$ cat src/rtl/puf_iq_framer_if.sv
// Stream bundle for puf_iq_framer: unframed IQ input, packetised IQ output, FIFO level.
// slave is the framer side, master is the source/sink side.
interface puf_iq_framer_if #(
  parameter int DATA_WIDTH = 16,
  parameter int FIFO_AW    = 6
);
  logic [2*DATA_WIDTH-1:0] in_tdata;
  logic                    in_tvalid;
  logic                    in_tready;
  logic [2*DATA_WIDTH-1:0] out_tdata;
  logic                    out_tvalid;
  logic                    out_tlast;
  logic                    out_tready;
  logic [FIFO_AW:0]        fifo_level;

  modport master (
    output in_tdata, in_tvalid, out_tready,
    input  in_tready, out_tdata, out_tvalid, out_tlast, fifo_level
  );

  modport slave (
    input  in_tdata, in_tvalid, out_tready,
    output in_tready, out_tdata, out_tvalid, out_tlast, fifo_level
  );
endinterface

$ cat src/rtl/puf_iq_framer.sv
// IQ framer: FIFO-buffers a bursty IQ stream and emits gap-free fixed-length packets,
// flushing a stalled partial packet after an idle timeout. Macro PUF_FRAMER_PAD_EN zero-pads flushes.
module puf_iq_framer #(
  parameter int DATA_WIDTH   = 16,
  parameter int FIFO_AW      = 6,
  parameter int PKT_LEN      = 32,
  parameter int IDLE_TIMEOUT = 64
) (
  input  logic           clk,
  input  logic           reset,
  puf_iq_framer_if.slave bus
);
  localparam int DEPTH = 1 << FIFO_AW;
  localparam int LW    = FIFO_AW + 1;
  localparam logic [FIFO_AW:0] DEPTH_L  = LW'(DEPTH);
  localparam logic [FIFO_AW:0] PKT_L    = LW'(PKT_LEN);
  localparam logic [FIFO_AW:0] PKT_LAST = LW'(PKT_LEN - 1);
  localparam logic [31:0]      TO_LAST  = 32'(IDLE_TIMEOUT - 1);

`ifdef PUF_FRAMER_PAD_EN
  typedef enum logic [1:0] {IDLE, SEND, SHORT, PAD} state_t;
`else
  typedef enum logic [1:0] {IDLE, SEND, SHORT} state_t;
`endif

  state_t                  state_q;
  logic [2*DATA_WIDTH-1:0] mem_q [DEPTH];
  logic [FIFO_AW-1:0]      wr_ptr_q, rd_ptr_q;
  logic [FIFO_AW:0]        level_q, pkt_cnt_q, rem_q;
  logic [31:0]             idle_cnt_q;
  logic                    ready_en_q;
  logic                    wr_en, rd_en, timer_exp, pkt_end, short_end;

  assign bus.in_tready  = ready_en_q && (level_q < DEPTH_L);
  assign bus.out_tvalid = (state_q != IDLE);
  assign bus.fifo_level = level_q;

  assign wr_en     = bus.in_tvalid && bus.in_tready;
  assign rd_en     = bus.out_tready && ((state_q == SEND) || (state_q == SHORT)) && (level_q != '0);
  assign pkt_end   = (pkt_cnt_q == PKT_LAST);
  assign short_end = (pkt_cnt_q == rem_q - 1'b1);
  assign timer_exp = (IDLE_TIMEOUT != 0) && (idle_cnt_q == TO_LAST) && (level_q != '0);

`ifdef PUF_FRAMER_PAD_EN
  // Padding beats continue the beat count from rem, so tlast lands on beat PKT_LEN.
  assign bus.out_tdata = (state_q == PAD) ? '0 : mem_q[rd_ptr_q];
  assign bus.out_tlast = ((state_q == SEND) || (state_q == PAD)) && pkt_end;
`else
  assign bus.out_tdata = mem_q[rd_ptr_q];
  assign bus.out_tlast = ((state_q == SEND) && pkt_end) || ((state_q == SHORT) && short_end);
`endif

  always_ff @(posedge clk) begin
    if (wr_en) mem_q[wr_ptr_q] <= bus.in_tdata;
  end

  always_ff @(posedge clk or negedge reset) begin
    if (!reset) begin
      wr_ptr_q   <= '0;
      rd_ptr_q   <= '0;
      level_q    <= '0;
      ready_en_q <= 1'b0;
    end else begin
      ready_en_q <= 1'b1;
      if (wr_en) wr_ptr_q <= wr_ptr_q + 1'b1;
      if (rd_en) rd_ptr_q <= rd_ptr_q + 1'b1;
      unique case ({wr_en, rd_en})
        2'b10:   level_q <= level_q + 1'b1;
        2'b01:   level_q <= level_q - 1'b1;
        default: level_q <= level_q;
      endcase
    end
  end

  // The timer only runs while a partial packet sits untouched in IDLE.
  always_ff @(posedge clk or negedge reset) begin
    if (!reset) begin
      idle_cnt_q <= '0;
    end else if ((state_q == IDLE) && (level_q != '0) && (level_q < PKT_L) && !wr_en) begin
      idle_cnt_q <= idle_cnt_q + 1'b1;
    end else begin
      idle_cnt_q <= '0;
    end
  end

  always_ff @(posedge clk or negedge reset) begin
    if (!reset) begin
      state_q   <= IDLE;
      pkt_cnt_q <= '0;
      rem_q     <= '0;
    end else begin
      case (state_q)
        IDLE: begin
          pkt_cnt_q <= '0;
          if (level_q >= PKT_L) begin
            state_q <= SEND;
          end else if (timer_exp) begin
            rem_q   <= level_q;
            state_q <= SHORT;
          end
        end
        SEND: begin
          if (bus.out_tready) begin
            pkt_cnt_q <= pkt_cnt_q + 1'b1;
            if (pkt_end) state_q <= IDLE;
          end
        end
        SHORT: begin
          if (bus.out_tready) begin
            pkt_cnt_q <= pkt_cnt_q + 1'b1;
`ifdef PUF_FRAMER_PAD_EN
            if (short_end) state_q <= PAD;
`else
            if (short_end) state_q <= IDLE;
`endif
          end
        end
`ifdef PUF_FRAMER_PAD_EN
        PAD: begin
          if (bus.out_tready) begin
            pkt_cnt_q <= pkt_cnt_q + 1'b1;
            if (pkt_end) state_q <= IDLE;
          end
        end
`endif
        default: state_q <= IDLE;
      endcase
    end
  end
endmodule

$ cat src/flat_wrapper.sv
// flat-port wrapper written by rule: the top's interface ports become plain ports
module puf_iq_framer_flat 
#(
  parameter int DATA_WIDTH   = 16,
  parameter int FIFO_AW      = 6,
  parameter int PKT_LEN      = 32,
  parameter int IDLE_TIMEOUT = 64
)
  (clk, reset, bus_in_tdata, bus_in_tvalid, bus_out_tready, bus_in_tready, bus_out_tdata, bus_out_tvalid, bus_out_tlast, bus_fifo_level);
  puf_iq_framer_if #(.DATA_WIDTH(DATA_WIDTH), .FIFO_AW(FIFO_AW)) bus_i ();
  input  logic clk;
  input  logic reset;
  input wire logic [$bits(bus_i.in_tdata)-1:0] bus_in_tdata;
  input wire logic [$bits(bus_i.in_tvalid)-1:0] bus_in_tvalid;
  input wire logic [$bits(bus_i.out_tready)-1:0] bus_out_tready;
  output wire logic [$bits(bus_i.in_tready)-1:0] bus_in_tready;
  output wire logic [$bits(bus_i.out_tdata)-1:0] bus_out_tdata;
  output wire logic [$bits(bus_i.out_tvalid)-1:0] bus_out_tvalid;
  output wire logic [$bits(bus_i.out_tlast)-1:0] bus_out_tlast;
  output wire logic [$bits(bus_i.fifo_level)-1:0] bus_fifo_level;
  assign bus_i.in_tdata = bus_in_tdata;
  assign bus_i.in_tvalid = bus_in_tvalid;
  assign bus_i.out_tready = bus_out_tready;
  assign bus_in_tready = bus_i.in_tready;
  assign bus_out_tdata = bus_i.out_tdata;
  assign bus_out_tvalid = bus_i.out_tvalid;
  assign bus_out_tlast = bus_i.out_tlast;
  assign bus_fifo_level = bus_i.fifo_level;
  puf_iq_framer #(.DATA_WIDTH(DATA_WIDTH), .FIFO_AW(FIFO_AW), .PKT_LEN(PKT_LEN), .IDLE_TIMEOUT(IDLE_TIMEOUT)) u_core (.clk(clk), .reset(reset), .bus(bus_i));
endmodule
$ cat config.mk
export PLATFORM = sky130hd
export DESIGN_NAME = puf_iq_framer_flat
export DESIGN_NICKNAME = d
export VERILOG_FILES = /design/src/rtl/puf_iq_framer_if.sv /design/src/rtl/puf_iq_framer.sv /design/src/flat_wrapper.sv
export SDC_FILE = /design/constraint.sdc
export NUM_CORES = 2
export LEC_CHECK = 0
export ABC_AREA = 0
export BUFFER_PORTS_ARGS = -buffer_cell sky130_fd_sc_hd__buf_2
export CORE_MARGIN = 2
export CORE_UTILIZATION = 36
export DETAILED_ROUTE_END_ITERATION = 10
export GPL_ROUTABILITY_DRIVEN = 0
export PLACE_DENSITY = 0.61
export SLEW_MARGIN = 10
export SYNTH_ARGS = -nofsm -noshare
export SYNTH_HDL_FRONTEND = slang
export SYNTH_SLANG_ARGS = --single-unit
$ cat constraint.sdc
create_clock -name clk -period 3.82 [get_ports clk]
set_input_delay 0.191 -clock clk [delete_from_list [all_inputs] [get_ports clk]]
set_output_delay 0.191 -clock clk [all_outputs]
set_load 0.02 [all_outputs]
==> impl_metrics.env <==
export IMPL_async_reset_ff_share_pct=3.21
export IMPL_status="finished with violations"
export IMPL_setup_slack_ns=-0.0160
export IMPL_cp_arrival_ns=3.64
export IMPL_r2r_start="u_core.bus.fifo_level[1]$_DFFE_PN0P_"
export IMPL_die_w_um=481
export IMPL_critPathLaunch="u_core.rd_ptr_q[0]$_DFFE_PN0P_"
export IMPL_start_util_pct=36.1
export IMPL_ir_drop_v=0.000487
export IMPL_clock_fmax_mhz=261
export IMPL_ys_flop_type="edfxtp_1"
export IMPL_setup_viol=1
export IMPL_synth_area_per_cell_sq_um=22.0
export IMPL_rsz0062_at_grt="yes"
export IMPL_hold_viol=0
export IMPL_cellPowerDensity_nw_per_um2=631
export IMPL_final_area_sq_um=96800
export IMPL_dr_pass1_iters=7
export IMPL_violations="setup timing"
export IMPL_seq_area_frac_synth_pct=77.2
export IMPL_grt_use_total_pct=19.6
export IMPL_grt_pass1_vias=41100
export IMPL_via_per_inst=5.70
export IMPL_worst_ep_required_time_ns=3.63
export IMPL_h_tree_depth=4
export IMPL_wl_per_cell_um=31.3
export IMPL_period_minus_slack_ns=3.84
export IMPL_maxCapViolCount=0
export IMPL_clk_pin_slew_ns=0.06
export IMPL_synth_edf_count=2048
export IMPL_timing_final_crit_share_pct=100
export IMPL_endpoint_kind="output port"
export IMPL_die_area_sq_um=231000
export IMPL_hold_path_class="input pin to register"
export IMPL_syn_num_nets=3771
export IMPL_grt_overflow=0
export IMPL_clockRootBuffer="clkbuf_16"
export IMPL_leakage_nw=30.2
export IMPL_ant_nets=0
export IMPL_setup_tns_ns=-0.0160
export IMPL_clock_latency_ns=0.87
export IMPL_finalMaxSlewViolations=0
export IMPL_synth_cell_types=63
export IMPL_vias=41800
export IMPL_netlist_area_sq_um=81800
export IMPL_cp_start_kind="register"
export IMPL_dpl_cell_area_sq_um=88200
export IMPL_crit_fanout=9
export IMPL_grt_pass1_wl_um=320000
export IMPL_row_count=175
export IMPL_drt_initial_drc_count=5365
export IMPL_tightest_slew_ns=1.24
export IMPL_core_area_sq_um=227000
export IMPL_ys_warn_count=0
export IMPL_cts_buffers=202
export IMPL_synth_seq_cells=2116
export IMPL_antenna_found_initial=16
export IMPL_fin_worst_skew_ns=0.0579
export IMPL_drc=0
export IMPL_total_power_mw=61.1
export IMPL_cts_tree="done"
export IMPL_syn_to_final_growth_pct=18.3
export IMPL_cts_sinks=2116
export IMPL_grt_max_degree=65
export IMPL_io_buffers=77
export IMPL_wl_um=230000
export IMPL_slew_headroom_pct=17.5
export IMPL_fin_nets=4211
export IMPL_dp_hpwl_um=127000
export IMPL_worstHoldStart="bus_in_tdata[8]"
export IMPL_cts_buffer_depth=3
export IMPL_path_class="register to output port"
export IMPL_ios=78
export IMPL_syn_instance_count=3720
export IMPL_layout_drive_gt1_share_pct=31.3
export IMPL_die_h_um=481
==> area by class of cell <==
type | count | area, sq um
diodes | 7 | 17.5
clock buffers | 261 | 5350
clock inverters | 102 | 1010
fillers | 19300 | 130000
inverters | 21 | 78.8
multi-input cells | 1393 | 18500
flip-flops and latches | 2116 | 63200
well taps | 3009 | 3760
repair buffers | 426 | 4850
==> cell usage after synthesis (5+ instances only) <==
cell type / number / area share [%]
a2111oi_0: 23 / 0.25
a211oi_1: 16 / 0.15
a21oi_1: 47 / 0.29
a221oi_1: 7 / 0.075
a22o_1: 8 / 0.086
a22oi_1: 34 / 0.31
and2_1: 12 / 0.092
and3_1: 10 / 0.076
and4_1: 5 / 0.054
buf_1: 23 / 0.11
buf_2: 47 / 0.29
buf_4: 28 / 0.26
buf_6: 26 / 0.36
clkbuf_1: 65 / 0.30
dfrtp_1: 68 / 2.1
edfxtp_1: 2048 / 75
ha_1: 14 / 0.21
inv_1: 19 / 0.087
mux2_2: 7 / 0.096
mux2i_1: 169 / 2.1
mux4_2: 510 / 14
nand2_1: 75 / 0.34
nand2b_1: 7 / 0.054
nand3_1: 39 / 0.24
nand4_1: 7 / 0.054
nor2_1: 155 / 0.71
nor2b_1: 16 / 0.12
nor3_1: 14 / 0.086
nor4_1: 9 / 0.069
o211ai_1: 7 / 0.064
o21ai_0: 39 / 0.24
o221ai_1: 19 / 0.20
o22ai_1: 44 / 0.34
o31ai_1: 5 / 0.046
xnor2_1: 27 / 0.29
xor2_1: 27 / 0.29
==> path summary, 6_finish.rpt <==
kind / cells after the start / to / slack [ns]
worst max-delay path: 9 / bus_out_tdata[16] / -0.02
worst min-delay path: 1 / u_core.mem_q[49][8]$_DFFE_PP_ / 0.11
min in group asynchronous: 4 / u_core.idle_cnt_q[6]$_DFF_PN0_ / 0.44
max in group asynchronous: 4 / u_core.rd_ptr_q[1]$_DFFE_PN0P_ / 2.63
worst max register to register: 11 / u_core.bus.fifo_level[6]$_DFFE_PN0P_ / 0.68
worst min register to register: 1 / u_core.wr_ptr_q[2]$_DFFE_PN0P_ / 0.49
==> worst max-delay path, stage by stage (launching register included) <==
cell and delay, ns:
dfrtp_4 0.49, buf_8 0.14, buf_16 0.17, buf_6 0.20, mux4_2 0.53, mux2i_2 0.37
o21ai_0 0.20, o22ai_4 0.28, nand2_1 0.16, buf_2 0.22
==> cell families (layout without fill, tap and decap cells) <==
family	count (synthesis)	after routing	synth area share [%]
AOI/OAI and AO/OA	271	271	2.26
buffers and inverters	211	810	1.42
DFF	2116	2116	77.2
and+or+nand+nor	366	366	2.05
muxes	686	686	16.2
adders and majority gates	15	15	0.239
other	1	8	0.00458
xor gates and xnor gates	54	54	0.578
==> flip-flops by register name (all words and copies together), names as in the netlist <==
name,count
u_core.rem_q,7
u_core.state_q,2
u_core.rd_ptr_q,6
u_core.ready_en_q,1
u_core.bus.fifo_level,7
u_core.wr_ptr_q,6
u_core.idle_cnt_q,32
u_core.pkt_cnt_q,7
u_core.mem_q,2048
==> cell usage in the layout (no fill, tap or decap), drive strengths merged, types with 24 or more instances in the layout <==
cell type  instances
xnor2             27
clkinv            82
edfxtp          2048
nand2             75
mux2i            169
dfrtp             68
xor2              27
o21ai             41
inv               24
buf              401
nor2             155
mux4             510
nand3             39
a22oi             34
a21oi             47
clkbuf           267
o22ai             44
==> routing by layer <==
metal	track usage (%)	up-vias	routed length, um
met5	0	-	46
met4	5.35	8	5590
met3	3.37	299	20300
met2	31.4	2131	110000
met1	27.7	22800	93300
li1	-	16600	-
==> what timing repair did <==
item / in CTS / in global routing
setup buffers: 41 / 15
endpoints found under the setup margin: 32 / 27
pin swaps: 19 / 16
gates resized for setup: 156 / 56
endpoints found under the hold margin: 177 / 268
hold buffers: 10 / 6
gates cloned: 15 / 6
==> report_power, final <==
part           switching, mW  leakage (nW)  internal, mW  total [mW]
clock                   8.59          3.08          10.8        19.4
combinational           7.90          7.83          7.77        15.7
sequential             0.244          19.3          25.8        26.1
total                   16.7          30.2          44.4        61.1
==> per-stage QoR <==
stage	utilization, %	std cells	worst slack (ns)	hold WS [ns]
after floorplan	-	3720	0.392	-0.105
after global placement	38.9	6873	0.171	0.233
after detailed placement	38.9	6873	0.155	0.238
after CTS	42.5	7301	-0.0573	0.0480
after global routing	42.7	7329	-0.0246	0.127
final	42.7	7335	-0.0160	0.113
(Power assumes the default switching activity.)
